### src/rtl/cla_pipe_addsub_if.sv
// Operand/result stream bundle for cla_pipe_addsub.
// Carries the optional zero flag when CLA_PIPE_ZERO_EN is defined.
interface cla_pipe_addsub_if #(
    parameter int unsigned WIDTH = 16
);
    logic             in_valid;
    logic             in_ready;
    logic [WIDTH-1:0] a;
    logic [WIDTH-1:0] b;
    logic             cin;
    logic             sub;
    logic             out_valid;
    logic             out_ready;
    logic [WIDTH-1:0] sum;
    logic             cout;
    logic             ovf;
`ifdef CLA_PIPE_ZERO_EN
    logic             zero;

    modport master (
        output in_valid, a, b, cin, sub, out_ready,
        input  in_ready, out_valid, sum, cout, ovf, zero
    );
    modport slave (
        input  in_valid, a, b, cin, sub, out_ready,
        output in_ready, out_valid, sum, cout, ovf, zero
    );
`else
    modport master (
        output in_valid, a, b, cin, sub, out_ready,
        input  in_ready, out_valid, sum, cout, ovf
    );
    modport slave (
        input  in_valid, a, b, cin, sub, out_ready,
        output in_ready, out_valid, sum, cout, ovf
    );
`endif
endinterface

### src/rtl/cla_pipe_addsub.sv
// Pipelined WIDTH-bit carry-lookahead adder/subtractor, one GROUP-bit CLA block per stage.
// Define CLA_PIPE_ZERO_EN to add a registered zero-result flag.
module cla_pipe_addsub #(
    parameter int unsigned WIDTH = 16,
    parameter int unsigned GROUP = 4
) (
    input logic              clk,
    input logic              rst,
    cla_pipe_addsub_if.slave bus
);
    localparam int unsigned STAGES = WIDTH / GROUP;

    // Global stall: every stage shifts together or none does.
    logic adv;
    assign adv          = bus.out_ready | ~bus.out_valid;
    assign bus.in_ready = adv;

    for (genvar k = 0; k < STAGES; k++) begin : g_stg
        localparam int unsigned LO   = k * GROUP;
        localparam int unsigned REM  = WIDTH - LO;
        localparam int unsigned DONE = LO + GROUP;

        logic [REM-1:0]   a_i;
        logic [REM-1:0]   b_i;
        logic             c_i;
        logic             v_i;
        logic [GROUP-1:0] g;
        logic [GROUP-1:0] p;
        logic [GROUP:0]   c;
        logic [GROUP-1:0] s_g;
        logic [DONE-1:0]  s_n;
        logic             acc;
        logic             prod;

        logic             v_q;
        logic             c_q;
        logic [DONE-1:0]  s_q;

        // Mode is resolved once here; later stages only see the effective operand.
        if (k == 0) begin : g_entry
            assign a_i = bus.a;
            assign b_i = bus.sub ? ~bus.b : bus.b;
            assign c_i = bus.sub | bus.cin;
            assign v_i = bus.in_valid;
            assign s_n = s_g;
        end else begin : g_mid
            assign a_i = g_stg[k-1].g_ops.a_q;
            assign b_i = g_stg[k-1].g_ops.b_q;
            assign c_i = g_stg[k-1].c_q;
            assign v_i = g_stg[k-1].v_q;
            assign s_n = {s_g, g_stg[k-1].s_q};
        end

        assign g = a_i[GROUP-1:0] & b_i[GROUP-1:0];
        assign p = a_i[GROUP-1:0] ^ b_i[GROUP-1:0];

        // Two-level lookahead: c[i+1] = cin&P[i:0] | OR_j (g[j] & P[i:j+1]).
        always_comb begin
            c    = '0;
            acc  = 1'b0;
            prod = 1'b0;
            c[0] = c_i;
            for (int i = 0; i < int'(GROUP); i++) begin
                acc = c_i;
                for (int j = 0; j <= i; j++) acc = acc & p[j];
                for (int j = 0; j <= i; j++) begin
                    prod = g[j];
                    for (int m = j + 1; m <= i; m++) prod = prod & p[m];
                    acc = acc | prod;
                end
                c[i+1] = acc;
            end
        end

        assign s_g = p ^ c[GROUP-1:0];

        // Bubbles load zeros so nothing stale reaches the outputs.
        always_ff @(posedge clk or posedge rst) begin
            if (rst) begin
                v_q <= 1'b0;
                c_q <= 1'b0;
                s_q <= '0;
            end else if (adv) begin
                v_q <= v_i;
                c_q <= v_i & c[GROUP];
                s_q <= v_i ? s_n : '0;
            end
        end

        if (k + 1 < STAGES) begin : g_ops
            logic [REM-GROUP-1:0] a_q;
            logic [REM-GROUP-1:0] b_q;

            always_ff @(posedge clk or posedge rst) begin
                if (rst) begin
                    a_q <= '0;
                    b_q <= '0;
                end else if (adv) begin
                    a_q <= a_i[REM-1:GROUP];
                    b_q <= b_i[REM-1:GROUP];
                end
            end
        end

        if (k + 1 == STAGES) begin : g_exit
            logic ovf_q;
`ifdef CLA_PIPE_ZERO_EN
            logic zero_q;
`endif

            // Overflow from the carries into and out of the MSB.
            always_ff @(posedge clk or posedge rst) begin
                if (rst) begin
                    ovf_q  <= 1'b0;
`ifdef CLA_PIPE_ZERO_EN
                    zero_q <= 1'b0;
`endif
                end else if (adv) begin
                    ovf_q  <= v_i & (c[GROUP] ^ c[GROUP-1]);
`ifdef CLA_PIPE_ZERO_EN
                    zero_q <= v_i & (s_n == '0);
`endif
                end
            end
        end
    end

    assign bus.out_valid = g_stg[STAGES-1].v_q;
    assign bus.sum       = g_stg[STAGES-1].s_q;
    assign bus.cout      = g_stg[STAGES-1].c_q;
    assign bus.ovf       = g_stg[STAGES-1].g_exit.ovf_q;
`ifdef CLA_PIPE_ZERO_EN
    assign bus.zero      = g_stg[STAGES-1].g_exit.zero_q;
`endif

endmodule

### src/flat_wrapper.sv
// flat-port wrapper written by rule: the top's interface ports become plain ports
module cla_pipe_addsub_flat 
#(
    parameter int unsigned WIDTH = 16,
    parameter int unsigned GROUP = 4
)
  (clk, rst, bus_in_valid, bus_a, bus_b, bus_cin, bus_sub, bus_out_ready, bus_in_ready, bus_out_valid, bus_sum, bus_cout, bus_ovf);
  cla_pipe_addsub_if #(.WIDTH(WIDTH)) bus_i ();
  input logic clk;
  input logic rst;
  input wire logic [$bits(bus_i.in_valid)-1:0] bus_in_valid;
  input wire logic [$bits(bus_i.a)-1:0] bus_a;
  input wire logic [$bits(bus_i.b)-1:0] bus_b;
  input wire logic [$bits(bus_i.cin)-1:0] bus_cin;
  input wire logic [$bits(bus_i.sub)-1:0] bus_sub;
  input wire logic [$bits(bus_i.out_ready)-1:0] bus_out_ready;
  output wire logic [$bits(bus_i.in_ready)-1:0] bus_in_ready;
  output wire logic [$bits(bus_i.out_valid)-1:0] bus_out_valid;
  output wire logic [$bits(bus_i.sum)-1:0] bus_sum;
  output wire logic [$bits(bus_i.cout)-1:0] bus_cout;
  output wire logic [$bits(bus_i.ovf)-1:0] bus_ovf;
  assign bus_i.in_valid = bus_in_valid;
  assign bus_i.a = bus_a;
  assign bus_i.b = bus_b;
  assign bus_i.cin = bus_cin;
  assign bus_i.sub = bus_sub;
  assign bus_i.out_ready = bus_out_ready;
  assign bus_in_ready = bus_i.in_ready;
  assign bus_out_valid = bus_i.out_valid;
  assign bus_sum = bus_i.sum;
  assign bus_cout = bus_i.cout;
  assign bus_ovf = bus_i.ovf;
  cla_pipe_addsub #(.WIDTH(WIDTH), .GROUP(GROUP)) u_core (.clk(clk), .rst(rst), .bus(bus_i));
endmodule
### config.mk
export PLATFORM = sky130hd
export DESIGN_NAME = cla_pipe_addsub_flat
export DESIGN_NICKNAME = d
export VERILOG_FILES = /design/src/rtl/cla_pipe_addsub_if.sv /design/src/rtl/cla_pipe_addsub.sv /design/src/flat_wrapper.sv
export SDC_FILE = /design/constraint.sdc
export NUM_CORES = 1
export LEC_CHECK = 0
export CORE_MARGIN = 2
export CORE_UTILIZATION = 45
export CTS_CLUSTER_DIAMETER = 200
export CTS_CLUSTER_SIZE = 25
export DETAILED_ROUTE_END_ITERATION = 12
export PLACE_DENSITY_LB_ADDON = 0.25
export SETUP_SLACK_MARGIN = 0.05
export SLEW_MARGIN = 20
export SYNTH_ARGS = -nofsm -noshare
export SYNTH_HDL_FRONTEND = slang
export SYNTH_SLANG_ARGS = --single-unit
### constraint.sdc
create_clock -name clk -period 9.1 [get_ports clk]
set_clock_uncertainty 0.15 [all_clocks]
set_input_delay 1.82 -clock clk [delete_from_list [all_inputs] [get_ports clk]]
set_output_delay 1.82 -clock clk [all_outputs]
set_load 0.01 [all_outputs]
==> results by group, run 1 <==
STA
  • Max Fclk: around 200 MHz
  • Worst slew pin tran: about 0.98 ns
  • Relative slew margins: 0.348
  • Final Hold Viols: 0
  • Min Clock Period, post-route: ~5 ns
  • Unrepaired setup endpoints after global routing: false
  • Final WS setup: around 4.1 ns
  • Final Hold Slack: between 0.3 and 0.4 ns
  • Final Cycle Share: 0.546
  • Setup_tns: 0 ns
  • Setup Viol. Count Final: 0
  • Max-slew violations: 0

Detailed routing
  • DRC violations left: 0
  • Starting DRT DRC Count: about 140
  • Avg WL per Cell: between 10 and 15 um
  • Via/cell ratio: about 4.8
  • Pre-Repair DR Iteration Count: 4
  • Vias post-DR: 3,142
  • WL final: a little under 8000 um
  • Final ANT Viol Nets: 0

Run status
  • Status: complete, no violations

CTS
  • Post-CTS Setup Bufs: 0
  • Clk buf depth: 2
  • Reg clk slew, reported paths: about 0.09 ns
  • CTS resizes: 0
  • Clock H-tree levels: 3
  • Clock sink count: slightly below 100
  • Total CTS buffers: 9
  • Post-CTS Hold Fix Bufs: 0
  • CTS tree: built
  • Root buffer cell: clkbuf_8
  • Worst skew pair latency: 0.36 ns

Synthesis
  • Yosys cell types: 33
  • Synth warn: 0
  • Synth Net Count: 537
  • FF+latch count, synth: 97
  • Synth Cell Area: 0.00452 mm^2
  • Syn avg cell area: roughly 9.5 um^2
  • Sequential area share after synthesis: 0.537
  • Gate Count Post-Synth: between 400 and 500

Die
  • I/O Pins: 58
  • Die ar.: between 0.01 and 0.015 mm^2
  • Vert. Die Dim: approximately 100 um
  • Row count: 36
  • Starting Density: 0.462
  • Core Area: ~0.0098 mm^2
  • Die width: roughly 100 um

Worst setup path
  • Critical Path Most Common Cell: clkdlybuf4s50_1
  • Crit-path max FO: 2
  • CP required: approximately 7 ns
  • Crit path DAT: 3.00 ns
  • Worst path cell trace: clkdlybuf4s50_1 -> nor2b_4 -> inv_2 -> clkdlybuf4s50_1
  • Crit path buf inv count: 3
  • Critical path depth: 4
  • Startpoint types: input pin
  • R2R depth: 5
  • Critical path class: input pin to output port
  • Crit-path slowest cell: clkdlybuf4s50_1
  • Largest stage delay, worst path: roughly 0.56 ns
  • Top delay family on crit path: buffers and inverters
  • Critical Path Sink Type: output port

GRT
  • First-pass GRT wire length: approximately 14,000 um
  • Gr usage total: 0.152
  • Vias in the first global route: 2,985
  • Initial antenna violation count: 0
  • GRT overflow: 0
  • Largest net degree at the start of global routing: just over 100

Min path
  • Type of the worst min-delay path: flip-flop to flip-flop
  • WHS Path Cells: 2

Placed design
  • Placer Congestion: 0.738
  • Detailed placer's ending HPWL: around 5100 um
  • PortBufs: 57
  • Place WS: roughly 4.1 ns

Final layout
  • Fill count: about 900
  • P&R area growth vs syn: 19.3%
  • Nets: 582
  • Antenna fix cells: 0
  • Share of layout cells above drive strength 1: 0.0476

Power and ir drop
  • Peak supply drop: approximately 0.11 mV
  • PD cells: 279 mW/mm^2
  • Clock power frac: 0.223
  • Sequential Power Share: 0.446
  • Internal power: approximately 0.001 W
  • Comb pwr share: 0.331
  • P_leak: roughly 2.8 nW
  • Switching power: 0.000512 W
  • Sw Ratio: 0.339

Run
  • Max Cap Violations: 0
-- layout make-up --
cell class	count	area, um^2	area share
flip-flops and latches	97	2430	0.450
clock inverters	6	113	0.0209
well taps	133	166	0.0308
clock buffers	10	138	0.0255
inverters	15	58.8	0.0109
multi-input cells	337	1900	0.352
repair buffers	60	593	0.110
-- worst min-delay path: cells and delay by family (launching register included) --
kind          cells  cell delay [ns]
flops             1             0.35
simple gates      2             0.09
-- kinds of logic (layout without fill, tap and decap cells) --
group | after synthesis | in the layout | share of synthesized area
xor gates and xnor gates | 20 | 20 | 0.0387
adders and majority gates | 24 | 24 | 0.0731
muxes | 4 | 4 | 0.00886
and+or+nand+nor | 236 | 236 | 0.221
buffers and inverters | 41 | 91 | 0.0440
DFF | 97 | 97 | 0.537
AOI/OAI and AO/OA | 53 | 53 | 0.0775
-- through the flow --
| step | area (um^2) | power [W] | std cells | util |
|---|---|---|---|---|
| final | 5400 | 0.00151 | 658 | 0.552 |
| after global routing | 5400 | 0.00163 | 658 | 0.552 |
| after CTS | 5400 | 0.00153 | 658 | 0.552 |
| after detailed placement | 5140 | 0.00118 | 642 | 0.526 |
| after global placement | 5140 | 0.00116 | 642 | 0.526 |
| after floorplan | 4520 | 0.00104 | 475 | - |
-- registers in the layout, summed over array words and instances (netlist names) --
register                flops
u_core.bus.cout             1
u_core.g_stg.g_ops.b_q     24
u_core.bus.out_valid        1
u_core.g_stg.s_q           24
u_core.g_stg.g_ops.a_q     24
u_core.bus.sum             16
u_core.g_stg.v_q            3
u_core.g_stg.c_q            3
u_core.bus.ovf              1
-- power by group through the flow --
stage	registers, W	logic (W)	clock network [W]
after detailed placement	0.000681	0.000503	0
final	0.000672	0.000499	0.000337
after global placement	0.000677	0.000487	0
after CTS	0.000673	0.000508	0.000345
after floorplan	0.000652	0.000388	0
after global routing	0.000694	0.000578	0.000361
-- metal layers --
layer  global-route usage  vias up  part of all wire
met5                    0        -                 0
met4               0.0714        0             0.020
met3               0.0269       12             0.036
met2                0.234       61              0.42
met1                0.210     1439              0.52
li1                     -     1630                 -
-- cell usage after synthesis --
master,count,share of area
inv_1,14,0.012
or2_2,1,0.0014
nor2b_2,1,0.0019
o2111ai_1,1,0.0019
nand3_1,25,0.028
a21o_1,4,0.0066
o21ai_1,7,0.0077
a41o_1,8,0.018
o211a_1,4,0.0089
mux2i_1,4,0.0089
o21a_1,4,0.0066
dfrtp_1,97,0.54
xnor2_1,12,0.023
buf_6,1,0.0025
and2_1,8,0.011
a31oi_1,1,0.0014
nor2b_1,1,0.0014
nand3_2,1,0.0022
or4_4,1,0.0025
nand2_1,182,0.15
ha_1,20,0.055
or3_1,8,0.011
nand2b_1,1,0.0014
inv_2,1,0.00083
fa_1,4,0.018
o21ai_0,21,0.023
nor2_1,3,0.0025
xor2_1,8,0.016
nand3b_1,4,0.0066
clkbuf_1,11,0.0091
buf_4,8,0.013
buf_2,6,0.0066
a21oi_1,3,0.0033
-- placed cells by master (no fill, tap or decap), drive strengths merged, types with 2 or more instances in the layout --
cell / netlist / final
clkinv: 0 / 2
bufinv: 0 / 3
ha: 20 / 20
a21oi: 3 / 3
fa: 4 / 4
a41o: 8 / 8
nor2b: 2 / 2
mux2i: 4 / 4
or3: 8 / 8
o21ai: 28 / 28
clkbuf: 11 / 10
dfrtp: 97 / 97
nand3b: 4 / 4
o21a: 4 / 4
nand3: 26 / 26
and2: 8 / 8
o211a: 4 / 4
xnor2: 12 / 12
nand2: 182 / 182
nor2: 3 / 3
inv: 15 / 16
a21o: 4 / 4
buf: 15 / 3
clkdlybuf4s50: 0 / 57
xor2: 8 / 8
-- worst paths after layout --
kind	from	to	slack (ns)
max	bus_out_ready	bus_in_ready	4.13
min	u_core.g_stg[0].g_ops.a_q[7]	u_core.g_stg[0].g_ops.a_q[7]	0.32
max reg2reg	u_core.g_stg[2].g_ops.b_q[0]	u_core.bus.sum[15]	7.07
min reg2reg	u_core.g_stg[0].g_ops.a_q[7]	u_core.g_stg[0].g_ops.a_q[7]	0.32
max in group asynchronous	rst	u_core.g_stg[1].s_q[7]	6.00
min in group asynchronous	rst	u_core.bus.sum[4]	1.62
Power figures use the tool's default switching activity.
==> run 2, diff against run 1 <==
==> constraint.sdc (replaced) <==
create_clock -name clk -period 4.1 [get_ports clk]
set_clock_uncertainty 0.15 [all_clocks]
set_input_delay 0.82 -clock clk [delete_from_list [all_inputs] [get_ports clk]]
set_output_delay 0.82 -clock clk [all_outputs]
set_load 0.01 [all_outputs]
==> results by group, run 2 (synthesis results as in run 1) <==
Final layout
  • Final Util: 0.549 (-0.00294)
  • Most frequent cells in the layout: nand2_1 (182), dfrtp_1 (97), clkdlybuf4s50_1 (57)
  • Antenna fix cells: 0 (unchanged)
  • P&R area growth vs syn: 18.7%
  • Commonest non-fill, non-tap cell in the layout: nand2_1
  • Nets: 584 (+0.34%)
  • Top Registers: u_core.g_stg.g_ops.a_q (24), u_core.g_stg.g_ops.b_q (24), u_core.g_stg.s_q (24)
  • Share of layout cells above drive strength 1: 0.0493 (+0.00172)

STA
  • Unrepaired setup endpoints after global routing: false
  • Worst slew pin tran: 0.950 ns (-0.0285 ns)
  • Relative slew margins: 0.367 (+0.0190)
  • Final Hold Viols: 0 (unchanged)
  • Max-slew violations: 0 (unchanged)
  • Final Cycle Share: 0.720
  • Setup_tns: 0 ns (unchanged)
  • Final WS setup: 1.15 ns (-2.98 ns)
  • Setup Viol. Count Final: 0 (unchanged)
  • Min Clock Period, post-route: 2.95 ns
  • Max Fclk: 339 MHz

GRT
  • GRT overflow: 0 (unchanged)
  • First-pass GRT wire length: 13,800 um (+2.0%)
  • Initial antenna violation count: 0 (unchanged)
  • Vias in the first global route: 3,050 (+2.2%)
  • Gr usage total: 0.152 (about the same)
  • Largest net degree at the start of global routing: 103 (unchanged)

Detailed routing
  • Pre-Repair DR Iteration Count: 4 (unchanged)
  • WL final: 7930 um (+2.0%)
  • Vias post-DR: 3,154 (+0.38%)
  • Final ANT Viol Nets: 0 (unchanged)
  • Starting DRT DRC Count: 120 (-14%)
  • DRC violations left: 0 (unchanged)
  • Avg WL per Cell: 12.0 um (+1.7%)
  • Via/cell ratio: 4.78 (about the same)

Die
  • Core Area: 0.00977 mm^2 (unchanged)
  • I/O Pins: 58 (unchanged)
  • Vert. Die Dim: 104 um (unchanged)
  • Die width: 104 um (unchanged)
  • Row count: 36 (unchanged)
  • Die ar.: 0.0109 mm^2 (unchanged)
  • Starting Density: 0.462 (unchanged)

CTS
  • Post-CTS Hold Fix Bufs: 0 (unchanged)
  • Total CTS buffers: 9 (unchanged)
  • Worst skew pair latency: 0.35 ns (about the same)
  • Clock sink count: 97 (unchanged)
  • CTS resizes: 0 (unchanged)
  • Post-CTS Setup Bufs: 0 (unchanged)
  • Reg clk slew, reported paths: 0.09 ns (about the same)
  • Clock H-tree levels: 3 (unchanged)
  • Root buffer cell: clkbuf_8
  • CTS tree: built
  • Clk buf depth: 2 (unchanged)

Power and ir drop
  • Total chip power: 0.00323 W (+110%)
  • Peak supply drop: 0.245 mV (+120%)
  • P_leak: 2.77 nW (-0.53%)
  • PD cells: 602 mW/mm^2 (+120%)

Worst setup path
  • Critical Path Most Common Cell: clkdlybuf4s50_1
  • Crit-path max FO: 2 (unchanged)
  • Critical Path Sink Type: output port
  • Largest stage delay, worst path: 0.53 ns (-0.03 ns)
  • Crit-path slowest cell: clkdlybuf4s50_1
  • Worst path cell trace: clkdlybuf4s50_1 -> nor2b_4 -> inv_2 -> clkdlybuf4s50_1
  • Critical path class: input pin to output port
  • Crit path DAT: 1.98 ns (-1.02 ns)
  • CP required: 3.13 ns (-4.00 ns)
  • Startpoint types: input pin

Placed design
  • Detailed placer's ending HPWL: 5350 um (+4.5%)
  • Placer Congestion: 0.742 (+0.50%)
  • PortBufs: 57 (unchanged)
  • Place WS: 0.973 ns (-3.16 ns)

Min path
  • Type of the worst min-delay path: flip-flop to flip-flop

Run status
  • Status: complete, no violations

Run
  • Max Cap Violations: 0 (unchanged)
-- run 2: cell count changes in the layout (fill, tap and decap cells not counted) --
cell	previous run	this run
inv_6	1	0
clkbuf_8	10	11
clkinvlp_4	0	1
buf_4	3	5
bufinv_16	3	1
clkbuf_1	0	1
-- run 2: through the flow --
step | cells | cell area (um^2) | hold WS (ns)
6_report | 660 | 5370 | 0.318
2_1_floorplan | 475 | 4520 | 0.288
4_1_cts | 660 | 5370 | 0.326
3_5_place_dp | 644 | 5160 | 0.305
3_3_place_gp | 644 | 5160 | 0.302
5_1_grt | 660 | 5370 | 0.354
-- run 2: layout make-up --
type / count / area [um^2]
Clock buffer: 12 / 155
Multi-Input combinational cell: 337 / 1900
Timing Repair Buffer: 62 / 608
Tap cell: 133 / 166
Inverter: 15 / 58.8
Fill cell: 907 / 4410
Clock inverter: 4 / 51.3
Sequential cell: 97 / 2430
-- run 2: final timing paths --
path / from / end / slack (ns) / cells past startpoint
setup / recovery: bus_out_ready / bus_in_ready / 1.15 / 4
hold / removal: u_core.bus.sum[5] / u_core.bus.sum[5] / 0.32 / 2
setup reg to reg: u_core.g_stg[2].g_ops.b_q[0] / u_core.bus.sum[15] / 2.09 / 5
hold reg to reg: u_core.bus.sum[5] / u_core.bus.sum[5] / 0.32 / 2
max in group asynchronous: rst / u_core.g_stg[0].g_ops.a_q[8] / 2.33 / 3
min in group asynchronous: rst / u_core.bus.sum[4] / 0.69 / 2
-- run 2: critical path: cells and delay by family --
family	cells	cell delay, ns
buffers and inverters	3	1.10
AND/OR/NAND/NOR	1	0.05
-- run 2: per-layer routing --
metal / global-route usage / vias up / share of wire
met3: 0.0251 / 11 / 0.039
li1: - / 1637 / -
met5: 0 / - / 0
met4: 0.0579 / 0 / 0.015
met2: 0.238 / 64 / 0.44
met1: 0.213 / 1442 / 0.51
-- run 2: report_power, final --
group	switching (W)	total (W)	leakage (nW)	internal (W)
clock	0.000313	0.000629	0.103	0.000316
sequential	0.000219	0.00149	1.23	0.00127
combinational	0.000597	0.00111	1.43	0.000510
total	0.00113	0.00323	2.77	0.00210
==> run 3, diff against run 2 <==
==> constraint.sdc (replaced) <==
create_clock -name clk -period 2.8 [get_ports clk]
set_clock_uncertainty 0.15 [all_clocks]
set_input_delay 0.56 -clock clk [delete_from_list [all_inputs] [get_ports clk]]
set_output_delay 0.56 -clock clk [all_outputs]
set_load 0.01 [all_outputs]
==> results by group, run 3 (synthesis results as in run 1) <==
CTS
  • Post-CTS Hold Fix Bufs: 0 (unchanged)
  • Root buffer cell: clkbuf_8
  • CTS tree: built
  • Post-CTS Setup Bufs: 0 (unchanged)
  • Total CTS buffers: 9 (unchanged)
  • Clock H-tree levels: 3 (unchanged)
  • Worst skew pair latency: 0.35 ns (about the same)
  • Clock sink count: 97 (unchanged)
  • CTS resizes: 0 (unchanged)
  • Reg clk slew, reported paths: 0.09 ns (about the same)
  • Clk buf depth: 2 (unchanged)

Power and ir drop
  • Comb pwr share: 0.349 (+0.006)
  • Switching power: 0.00169 W (+49%)
  • P_leak: 2.78 nW (+0.19%)
  • Sw Ratio: 0.354 (+0.00450)
  • Internal power: 0.00308 W (+46%)
  • Sequential Power Share: 0.459 (-0.003)
  • Peak supply drop: 0.395 mV (+62%)
  • Clock power frac: 0.192 (-0.003)
  • PD cells: 882 mW/mm^2 (+46%)

GRT
  • Largest net degree at the start of global routing: 103 (unchanged)
  • Met3 Use GR: 0.0401 (+0.0150)
  • Vias in the first global route: 3,089 (+1.3%)
  • Gr usage total: 0.161 (+0.00868)
  • Met2 Use GR: 0.245 (+0.00705)
  • Initial antenna violation count: 0 (unchanged)
  • Grt met1 use: 0.227 (+0.0136)
  • Most Crowded Layer GR: met2
  • GRT overflow: 0 (unchanged)
  • First-pass GRT wire length: 14,300 um (+3.9%)

Worst setup path
  • Crit-path slowest cell: clkdlybuf4s50_1
  • Crit path DAT: 2.60 ns (+0.62 ns)
  • Crit-path max FO: 3 (+1)
  • RR Endpoint: u_core.bus.sum[15]
  • Setup slack, reg-to-reg: 0.75 ns (-1.34 ns)
  • Largest stage delay, worst path: 0.54 ns (about the same)
  • Startpoint types: input pin
  • CP required: 2.90 ns (-0.23 ns)
  • Critical Path Most Common Cell: ha_1
  • FF-to-FF Start: u_core.g_stg[2].g_ops.b_q[0]
  • R2R depth: 5 (unchanged)
  • Critical Path Sink Type: flip-flop
  • Critical path class: input pin to flip-flop
  • Worst path cell trace: clkdlybuf4s50_1 -> xor2_1 -> ha_1 -> ha_1 -> o211a_1 -> or3_1 -> a41o_1

Detailed routing
  • Avg WL per Cell: 12.2 um (+1.3%)
  • Starting DRT DRC Count: 161 (+34%)
  • DRC violations left: 0 (unchanged)
  • WL final: 8040 um (+1.3%)
  • Vias post-DR: 3,118 (-1.1%)
  • Final ANT Viol Nets: 0 (unchanged)
  • Pre-Repair DR Iteration Count: 4 (unchanged)
  • Via/cell ratio: 4.72 (-1.1%)

Placed design
  • PortBufs: 57 (unchanged)
  • Dpl cells: 644 (unchanged)
  • Placer Congestion: 0.722 (-2.6%)
  • Detailed placer's ending HPWL: 5200 um (-2.7%)

Die
  • Starting Density: 0.462 (unchanged)
  • Die width: 104 um (unchanged)
  • Core Area: 0.00977 mm^2 (unchanged)
  • Die ar.: 0.0109 mm^2 (unchanged)
  • Vert. Die Dim: 104 um (unchanged)
  • Row count: 36 (unchanged)
  • I/O Pins: 58 (unchanged)

Min path
  • Hold EP: u_core.bus.sum[2]
  • WHS Path Cells: 2 (unchanged)
  • Min-delay src: u_core.bus.sum[2]
  • Type of the worst min-delay path: flip-flop to flip-flop

Final layout
  • Nets: 584 (unchanged)
  • Fill count: 923 (+1.8%)
  • Top Registers: u_core.g_stg.g_ops.a_q (24), u_core.g_stg.g_ops.b_q (24), u_core.g_stg.s_q (24)
  • Antenna fix cells: 0 (unchanged)
  • Most frequent cells in the layout: nand2_1 (182), dfrtp_1 (97), clkdlybuf4s50_1 (57)
  • Share of layout cells above drive strength 1: 0.0512 (+0.00190)
  • Final Instance Count excl. Fillers: 660 (unchanged)
  • Final Util: 0.553 (+0.00384)
  • P&R area growth vs syn: 19.5%
  • Commonest non-fill, non-tap cell in the layout: nand2_1

STA
  • Max Fclk: 400 MHz
  • Setup Viol. Count Final: 0 (unchanged)
  • Unrepaired setup endpoints after global routing: false
  • Worst slew pin tran: 0.610 ns (-0.340 ns)
  • Min Clock Period, post-route: between 2 and 3 ns
  • Relative slew margins: 0.594 (+0.227)
  • Max-slew violations: 0 (unchanged)
  • Final Hold Viols: 0 (unchanged)
  • Final Cycle Share: 0.894

Run status
  • Status: complete, no violations

Run
  • Max Cap Violations: 0 (unchanged)
## run 3: changes by cell type in the layout (fill, tap and decap cells not counted)
cell and delta:
buf_12 +3, buf_4 -3, clkbuf_1 -1, clkbuf_8 -1
clkinv_4 +1, clkinvlp_4 +2, inv_4 -1
## run 3: area by class of cell
class                      instances  area, um^2  area share
tap                              133         166      0.0308
inverter                          15        60.1      0.0111
clock buffer                      10         138      0.0255
timing repair buffer              62         646       0.119
sequential                        97        2430       0.449
clock inverter                     6        67.6      0.0125
multi-input combinational        337        1900       0.351
## run 3: how the worst max path moves through the flow
stage            start                      to  slack (ns)  cells after the start
2_1_floorplan  bus_sub  u_core.g_stg[0].s_q[3]        0.19                      8
3_3_place_gp   bus_sub  u_core.g_stg[0].s_q[3]       0.006                      7
3_5_place_dp   bus_sub  u_core.g_stg[0].s_q[3]       -0.12                      7
4_1_cts        bus_sub  u_core.g_stg[0].s_q[3]        0.28                      7
5_1_grt        bus_sub  u_core.g_stg[0].s_q[3]        0.20                      7
6_report       bus_sub  u_core.g_stg[0].s_q[3]        0.30                      7
## run 3: layer usage
layer / vias to the layer above / wire length, um / part of all wire
li1: 1629 / - / -
met3: 12 / 326 / 0.041
met1: 1412 / 4110 / 0.51
met5: - / 0 / 0
met2: 65 / 3490 / 0.43
met4: 0 / 121 / 0.015
## run 3: worst max-delay path: cells and delay by family
family,cells,cell delay [ns]
adders and majority gates,2,0.48
AOI/OAI and AO/OA,2,0.46
buffers and inverters,1,0.54
xor gates and xnor gates,1,0.21
and+or+nand+nor,1,0.35
## run 3: stage by stage
step	cell area (um^2)	setup WS [ns]	hold slack, ns	setup TNS, ns	total power [W]
global route	5400	0.204	0.339	0	0.00519
detailed placement	5200	-0.116	0.305	-0.158	0.00389
global placement	5200	0.00583	0.302	0	0.00382
CTS	5400	0.276	0.327	0	0.00482
floorplan	4520	0.191	0.288	0	0.00338
finish	5400	0.298	0.321	0	0.00476
## run 3: power groups by stage
stage	Combinational, W	Sequential [W]	Clock [W]
floorplan	0.00126	0.00212	0
global placement	0.00162	0.00220	0
detailed placement	0.00167	0.00221	0
CTS	0.00169	0.00219	0.000949
global route	0.00194	0.00226	0.000996
finish	0.00166	0.00219	0.000917
